--- src/rtl/memory_responder.sv ---
// Unified instruction/data memory responder: single-port word storage with
// req/wr handshake, configurable read latency and a one-cycle completion ack.
module memory_responder #(
  parameter int AWIDTH       = 5,
  parameter int DWIDTH       = 8,
  parameter int READ_LATENCY = 2
) (
  input  logic              clk,
  input  logic              rst,
  input  logic              req,
  input  logic              wr,
  input  logic [AWIDTH-1:0] address,
  input  logic [DWIDTH-1:0] wdata,
  output logic [DWIDTH-1:0] rdata,
  output logic              ack,
  output logic              busy
);

  localparam int         DEPTH  = 2 ** AWIDTH;
  localparam logic [2:0] LAT_M1 = 3'(READ_LATENCY - 1);

  typedef enum logic [1:0] {
    S_IDLE = 2'd0,
    S_WAIT = 2'd1,
    S_DONE = 2'd2
  } state_t;

  state_t              state_q, state_d;
  logic [2:0]          cnt_q, cnt_d;
  logic [AWIDTH-1:0]   addr_q, addr_d;
  logic [DWIDTH-1:0]   rdata_q, rdata_d;
  logic                ack_q, ack_d;
  logic                busy_q, busy_d;
  logic [DWIDTH-1:0]   mem_q [DEPTH];
  logic                mem_we_s;
  logic [AWIDTH-1:0]   mem_waddr_s;
  logic [DWIDTH-1:0]   mem_wdata_s;

  // Next-state, storage write port and output computation
  always_comb begin
    state_d     = state_q;
    cnt_d       = cnt_q;
    addr_d      = addr_q;
    rdata_d     = rdata_q;
    mem_we_s    = 1'b0;
    mem_waddr_s = addr_q;
    mem_wdata_s = wdata;
    case (state_q)
      S_IDLE: begin
        if (req) begin
          addr_d = address;
          if (wr) begin
            // Writes commit at the sample edge; only the ack is deferred.
            mem_we_s    = 1'b1;
            mem_waddr_s = address;
            state_d     = S_DONE;
          end else if (READ_LATENCY == 1) begin
            rdata_d = mem_q[address];
            state_d = S_DONE;
          end else begin
            cnt_d   = LAT_M1;
            state_d = S_WAIT;
          end
        end else begin
          state_d = S_IDLE;
        end
      end
      S_WAIT: begin
        cnt_d = cnt_q - 3'd1;
        if (cnt_q == 3'd1) begin
          rdata_d = mem_q[addr_q];
          state_d = S_DONE;
        end else begin
          state_d = S_WAIT;
        end
      end
      S_DONE: begin
        state_d = S_IDLE;
      end
      default: begin
        state_d = S_IDLE;
      end
    endcase
    // Outputs are registered copies of the upcoming state's decode.
    ack_d  = (state_d == S_DONE);
    busy_d = (state_d != S_IDLE);
  end

  // State, outputs and storage registers
  always_ff @(posedge clk or posedge rst) begin
    if (rst) begin
      state_q <= S_IDLE;
      cnt_q   <= 3'd0;
      addr_q  <= {AWIDTH{1'b0}};
      rdata_q <= {DWIDTH{1'b0}};
      ack_q   <= 1'b0;
      busy_q  <= 1'b0;
      for (int i = 0; i < DEPTH; i++) begin
        mem_q[i] <= {DWIDTH{1'b0}};
      end
    end else begin
      state_q <= state_d;
      cnt_q   <= cnt_d;
      addr_q  <= addr_d;
      rdata_q <= rdata_d;
      ack_q   <= ack_d;
      busy_q  <= busy_d;
      if (mem_we_s) begin
        mem_q[mem_waddr_s] <= mem_wdata_s;
      end
    end
  end

  assign rdata = rdata_q;
  assign ack   = ack_q;
  assign busy  = busy_q;

endmodule

--- config.mk ---
export PLATFORM = sky130hd
export DESIGN_NAME = memory_responder
export DESIGN_NICKNAME = d
export VERILOG_FILES = /design/src/rtl/memory_responder.sv
export SDC_FILE = /design/constraint.sdc
export NUM_CORES = 1
export LEC_CHECK = 0
export CELL_PAD_IN_SITES_DETAIL_PLACEMENT = 0
export CELL_PAD_IN_SITES_GLOBAL_PLACEMENT = 2
export CORE_UTILIZATION = 49
export CTS_CLUSTER_DIAMETER = 150
export DETAILED_ROUTE_END_ITERATION = 7
export PLACE_DENSITY_LB_ADDON = 0.1
export RECOVER_POWER = 100
export SKIP_LAST_GASP = 1
export SLEW_MARGIN = 15
export SYNTH_ARGS = -nofsm -noshare
export SYNTH_HDL_FRONTEND = slang
export SYNTH_SLANG_ARGS = --single-unit
--- constraint.sdc ---
create_clock -name clk -period 21.7 [get_ports clk]
set_clock_uncertainty 0.2 [all_clocks]
set_input_delay 4.34 -clock clk [delete_from_list [all_inputs] [get_ports clk]]
set_output_delay 4.34 -clock clk [all_outputs]
set_load 0.03 [all_outputs]
==> results.md, run 1 <==
* Status: complete, but fails checks
* Violated checks: max-capacitance violations, max-slew violations
* Final number of setup-violating endpoints at 0
* Via density at 5.94
* Multi-input gate area at 5470 um2
* Post-place instance area at 13,400 um2
* DR WL/cell at 24.3 um
* Core area at 25,500 um2
* Ranking of synthesized cells by area: dfrtp_1 54%, mux2_2 21%, mux2i_1 10%
* Crit path time final at 11,510 ps
* Commonest non-fill, non-tap cells in the layout: 276 x dfrtp_1, 237 x mux2_2, 133 x mux2i_1
* Fin cells at 1,289
* Clk sinks at 276
* Cts hold-fix bufs at 0
* Hold Crit Start: cnt_q[1]
* Worst R2R Start: addr_q[0]
* Post-DP HPWL at 20,000 um
* Syn_area_per_cell at 13.9 um2
* First-pass GRT wire length at 48,800 um
* Fill count at 2,041
* GPL Wtd Cong at 0.751
* Setup crit end kind: asynchronous set/reset pin
* F_max at 0.0869 GHz
* Max rail drop VDD at 0.0887 mV
* Yosys Warn Count at 0
* Initial DRC count at 441
* Leak at 6.93 nW
* Via count of the routed design at 7,652
* Worst slew pin tran at 5810 ps
* Initial Utilization at 50.5%
* Nets@finish at 954
* Drt pass-1 iters at 4
* Worst setup path start: rst
* Final Util at 56.0%
* Die height at 164 um
* FF/Latch Area at 6910 um2
* Arrival @ worst endpoint at 11,070 ps
* Pwr dens at 152 nW/um2
* Post-route antenna net violation count at 0
* Setup crit start kind: primary input
* H-Tree Depth at 1
* Die Width at 164 um
* Placed Cells at 1,232
* Post-CTS resize count at 0
* Relative slew slack at -290%
* Syn_nets at 944
* Area share of the leading cell type in the synthesized netlist at 53.7%
* Max Used Layer: met4
* Overall Power at 0.00217 W
* # diodes at 0
* Slew Viols, Final at 347
* Std-Cell Rows at 58
* CP max FO at 131
* Antenna violations before repair at 0
* Largest net degree at the start of global routing at 132
* Crit share post-route at 53.0%
* Total GRT Usage at 24.4%
* Die area at 26,900 um2
* Worst skew pair latency at 550 ps
* Gr ovfl total at 0
* Buffer count from post-CTS setup fixing at 0
* Worst-path clk slew at 60 ps
* Share of cells above drive strength 1 at 32.7%
* Seq/Total Area, Yosys at 53.7%
* Max-cap violation count at 4
* Final Cell Area at 14,300 um2
* WL final at 31,300 um
* Total negative slack at 0 ps
* Wire length on met3 at 1090 um
* Max Root-Sink Buffers at 3
* Most common cell after layout, fill and taps aside: dfrtp_1
* Top cell type by total area after synthesis: dfrtp_1
* Area Overhead vs Synth at 10.9%
* TritonCTS Buffers at 31
* Reg-to-reg slack, setup at 14,730 ps
* Worst Hold Class: flip-flop to flip-flop
* Mapped cell area at 12,900 um2
* Worst EP required at 21,260 ps
* Remaining DRCs at 0
* Met2 routed WL at 14,400 um
* Number of global-route vias before repair at 8,069
* Fin. Hold Viols at 0
* PortBufs at 26
* I/O pins at 27
* Netlist cell types at 31
* Cells after synthesis at 925
* CTS tree: built
* Metal-1 WL at 14,800 um
* RSZ-0062 raised after global routing: false
* Yosys reg bits at 276
* Crit path kind: primary input to asynchronous set/reset pin
* Clk root buf: clkbuf_16
## path summary, 6_finish.rpt
| path | endpoint | cells after the start |
|---|---|---|
| setup reg to reg | rdata[6] | 6 |
| hold / removal | cnt_q[1] | 2 |
| hold reg to reg | cnt_q[1] | 2 |
| min in group asynchronous | mem_q[54] | 2 |
| max in group clk | mem_q[119] | 6 |
| setup / recovery | mem_q[84] | 3 |
## logic make-up (layout without fill, tap and decap cells)
group,Yosys count,after routing,share of synthesized area [%]
multiplexers,394,394,33.3
flip-flops,276,276,53.7
AO/OA/AOI/OAI,100,100,5.81
AND/OR/NAND/NOR,85,85,4.75
buffers and inverters,68,102,2.20
adder cells (fa/ha/maj),2,2,0.195
## Yosys cell counts
cell type / number
dfrtp_1: 276
a221oi_1: 16
and2_1: 5
o41ai_1: 8
o22ai_1: 8
buf_4: 1
and4bb_1: 1
or2_2: 4
mux2_2: 242
clkbuf_1: 42
nand4_4: 2
nand2b_1: 11
nor3_2: 4
a22oi_1: 32
buf_1: 3
a21oi_1: 16
mux2i_1: 132
nor2b_1: 7
nor3b_1: 2
nor2_1: 3
nand3_4: 2
o21bai_1: 1
a22o_1: 17
nand2_1: 28
o21ai_0: 2
nor2_4: 16
buf_2: 19
mux2i_4: 1
mux2_1: 19
ha_1: 2
inv_1: 3
## worst max-delay path: stages
cell and delay, ps:
dlygate4sd3_1 540, clkinvlp_2 3190, clkbuf_1 2940
## flip-flops by register name, indices dropped and copies added, names as in the netlist
register  count
rdata         8
state_q       2
busy          1
addr_q        5
cnt_q         3
mem_q       256
ack           1
## power breakdown
part / internal (W) / switching (W) / total, W / leakage [nW]
sequential: 0.000736 / 0.000130 / 0.000866 / 3.72
combinational: 0.000380 / 0.000381 / 0.000761 / 2.67
clock: 0.000336 / 0.000211 / 0.000547 / 0.536
total: 0.00145 / 0.000723 / 0.00217 / 6.93
## cell type report
cell class,count,area share [%]
clock inverter,17,1.45
sequential,276,48.4
multi-input combinational,581,38.3
tap,330,2.89
inverter,3,0.0877
clock buffer,40,6.24
timing repair buffer,42,2.59
## routing by layer
layer  GRT usage [%]  vias up
met1            34.5     4032
met2            39.0      146
met5               0        -
met4            7.83        0
met3            3.01       57
li1                -     3417
## through the flow
step / worst slack, ps / hold WS (ps)
6_report: 10190 / 280
5_1_grt: 8680 / 308
4_1_cts: 14690 / 285
3_5_place_dp: 14140 / 271
3_3_place_gp: 14250 / 265
2_1_floorplan: 9550 / 250
No activity file was read; power rests on OpenSTA's default activity.
==> run 2: changes to the inputs <==
Settings changed: CORE_UTILIZATION 49 to 41.
Clock period 21.7 ns to 10.4 ns, I/O delays scaled along.
==> run 2 against run 1 <==
Effect of this change:
- the run still ends with max-capacitance violations, max-slew violations left
- hold slack better by 4.7 ps
- die area up 19%
- register-to-register slack worse by 11000 ps
- global-route usage down 3.4 points
- via count down 0.80%
- worst setup slack worse by 6000 ps
- core utilization down 9.7 points
==> results.md, run 2 (synthesis results as in run 1) <==
* Number of global-route vias before repair at 8,135 (+0.82%)
* Post-CTS resize count at 0 (unchanged)
* Via density at 5.62 (-5.3%)
* Pwr dens at 312 nW/um2 (+100%)
* Initial Utilization at 41.8% (-8.7 points)
* Placed Cells at 1,297 (+5.3%)
* WP buf/inv at 1 (-2)
* Arrival @ worst endpoint at 6490 ps (-4580 ps)
* Post-DP HPWL at 20,600 um (+3.4%)
* Top delay family on crit path: flip-flops
* Post-route antenna net violation count at 0 (unchanged)
* Max-cap violation count at 3 (-1)
* H-Tree Depth at 1 (unchanged)
* Antenna violations before repair at 0 (unchanged)
* Relative slew slack at -125% (+160 points)
* Top reg by flops: mem_q
* Overall Power at 0.00444 W (+100%)
* Clk root buf: clkbuf_16
* I/O pins at 27 (unchanged)
* Max FFs per register at 256 (unchanged)
* Fill count at 2,790 (+37%)
* Die area at 32,100 um2 (+19%)
* Crit path time final at 6250 ps
* Die height at 179 um (+9.2%)
* Worst Hold Class: flip-flop to flip-flop
* Initial DRC count at 405 (-8.2%)
* Worst slew pin tran at 3370 ps (-2440 ps)
* CP max stage delay at 2640 ps (-550 ps)
* Area Overhead vs Synth at 10.7%
* Final number of setup-violating endpoints at 0 (unchanged)
* Buffer count from post-CTS setup fixing at 0 (unchanged)
* Pre-CTS WS at 5050 ps (-9090 ps)
* Busiest grt layer: met2
* WL final at 32,100 um (+2.5%)
* RSZ-0062 raised after global routing: false
* Die Width at 179 um (+9.2%)
* GPL Wtd Cong at 0.797 (+6.2%)
* Commonest non-fill, non-tap cells in the layout: 276 x dfrtp_1, 242 x mux2_2, 133 x mux2i_1
* Met2 usage in global routing at 34.5% (-4.5 points)
* Clk sinks at 276 (unchanged)
* Setup crit end kind: flip-flop
* Met3 usage at 2.80% (-0.21 points)
* Cts hold-fix bufs at 0 (unchanged)
* DR WL/cell at 23.7 um (-2.1%)
* Remaining DRCs at 0 (unchanged)
* Setup ws final at 4150 ps (-6040 ps)
* # diodes at 0 (unchanged)
* Fin. Hold Viols at 0 (unchanged)
* TritonCTS Buffers at 31 (unchanged)
* Std-Cell Rows at 64 (+10%)
* Core area at 30,700 um2 (+21%)
* Status: complete, but fails checks
* Total negative slack at 0 ps (unchanged)
* Max Root-Sink Buffers at 3 (unchanged)
* Total GRT Usage at 21.0% (-3.4 points)
* CP max FO at 56 (-57%)
* Max rail drop VDD at 0.167 mV (+88%)
* Worst-path clk slew at 50 ps (about the same)
* Via count of the routed design at 7,591 (-0.80%)
* Violated checks: max-capacitance violations, max-slew violations
* CTS tree: built
* Worst EP required at 10,640 ps (-10,620 ps)
* Leak at 6.87 nW (-0.85%)
* Crit share post-route at 60.1%
* F_max at 0.160 GHz
* Slowest CP cell: dfrtp_1
* Drt pass-1 iters at 4 (unchanged)
* Gr ovfl total at 0 (unchanged)
* First-pass GRT wire length at 50,000 um (+2.4%)
* Most common cell after layout, fill and taps aside: dfrtp_1
* Worst skew pair latency at 550 ps (about the same)
* Setup crit start kind: flip-flop
* Fin cells at 1,350 (+4.7%)
* PortBufs at 26 (unchanged)
* Final Util at 46.3% (-9.7 points)
* Share of cells above drive strength 1 at 32.3% (-0.46 points)
* Critical path cell sequence: clkbuf_1 -> mux2i_1 -> a22o_1 -> a221oi_1 -> o22ai_1 -> o41ai_1
* Crit path kind: flip-flop to flip-flop
* Met1 Use GR at 29.2% (-5.3 points)
* Nets@finish at 953 (-0.10%)
* Largest net degree at the start of global routing at 147 (+11%)
* Slew Viols, Final at 140 (-60%)
==> run 2: changes by cell type in the layout (fill, tap and decap cells not counted), sizes merged <==
cell / delta
inv: +2
clkinvlp: -3
buf: +1
clkbuf: +5
clkdlybuf4s50: -1
bufinv: -2
clkinv: -7
==> run 2: where the power goes <==
part           total [W]  internal (W)  switching [W]
Combinational    0.00154      0.000779       0.000762
Clock            0.00106      0.000636       0.000422
Sequential       0.00184       0.00153       0.000308
==> run 2: worst paths after layout <==
kind | startpoint | endpoint | slack [ps] | depth (start not counted)
max | addr_q[0] | rdata[0] | 4150 | 6
min | rdata[2] | rdata[2] | 280 | 2
max reg2reg | addr_q[0] | rdata[0] | 4150 | 6
min reg2reg | rdata[2] | rdata[2] | 280 | 2
max in group asynchronous | rst | mem_q[152] | 4630 | 3
min in group asynchronous | rst | mem_q[88] | 2080 | 2
==> run 2: worst min-delay path: cells and delay by family, from the launching register on <==
| family | cells | cell delay (ps) |
|---|---|---|
| flops | 1 | 340 |
| simple gates | 1 | 50 |
| compound gates | 1 | 60 |
==> run 2: through the flow <==
stage               instance area [um2]  hold WS [ps]
finish                            14200           284
global route                      14200           300
CTS                               14500           292
detailed placement                13500           280
global placement                  13500           267
floorplan                         12900           250
==> run 2: area by class of cell <==
| cell class | instances | area (um2) | area share, % |
|---|---|---|---|
| Timing Repair Buffer | 41 | 360 | 2.53 |
| Multi-Input combinational cell | 581 | 5470 | 38.4 |
| Clock buffer | 46 | 892 | 6.27 |
| Tap cell | 396 | 495 | 3.48 |
| Sequential cell | 276 | 6910 | 48.5 |
| Inverter | 3 | 18.8 | 0.132 |
| Clock inverter | 7 | 93.8 | 0.659 |
==> run 2: per-layer routing <==
layer	wire length, um	vias to the layer above
met1	15000	4017
met5	0	-
met3	845	47
met4	675	0
met2	15500	104
li1	-	3423
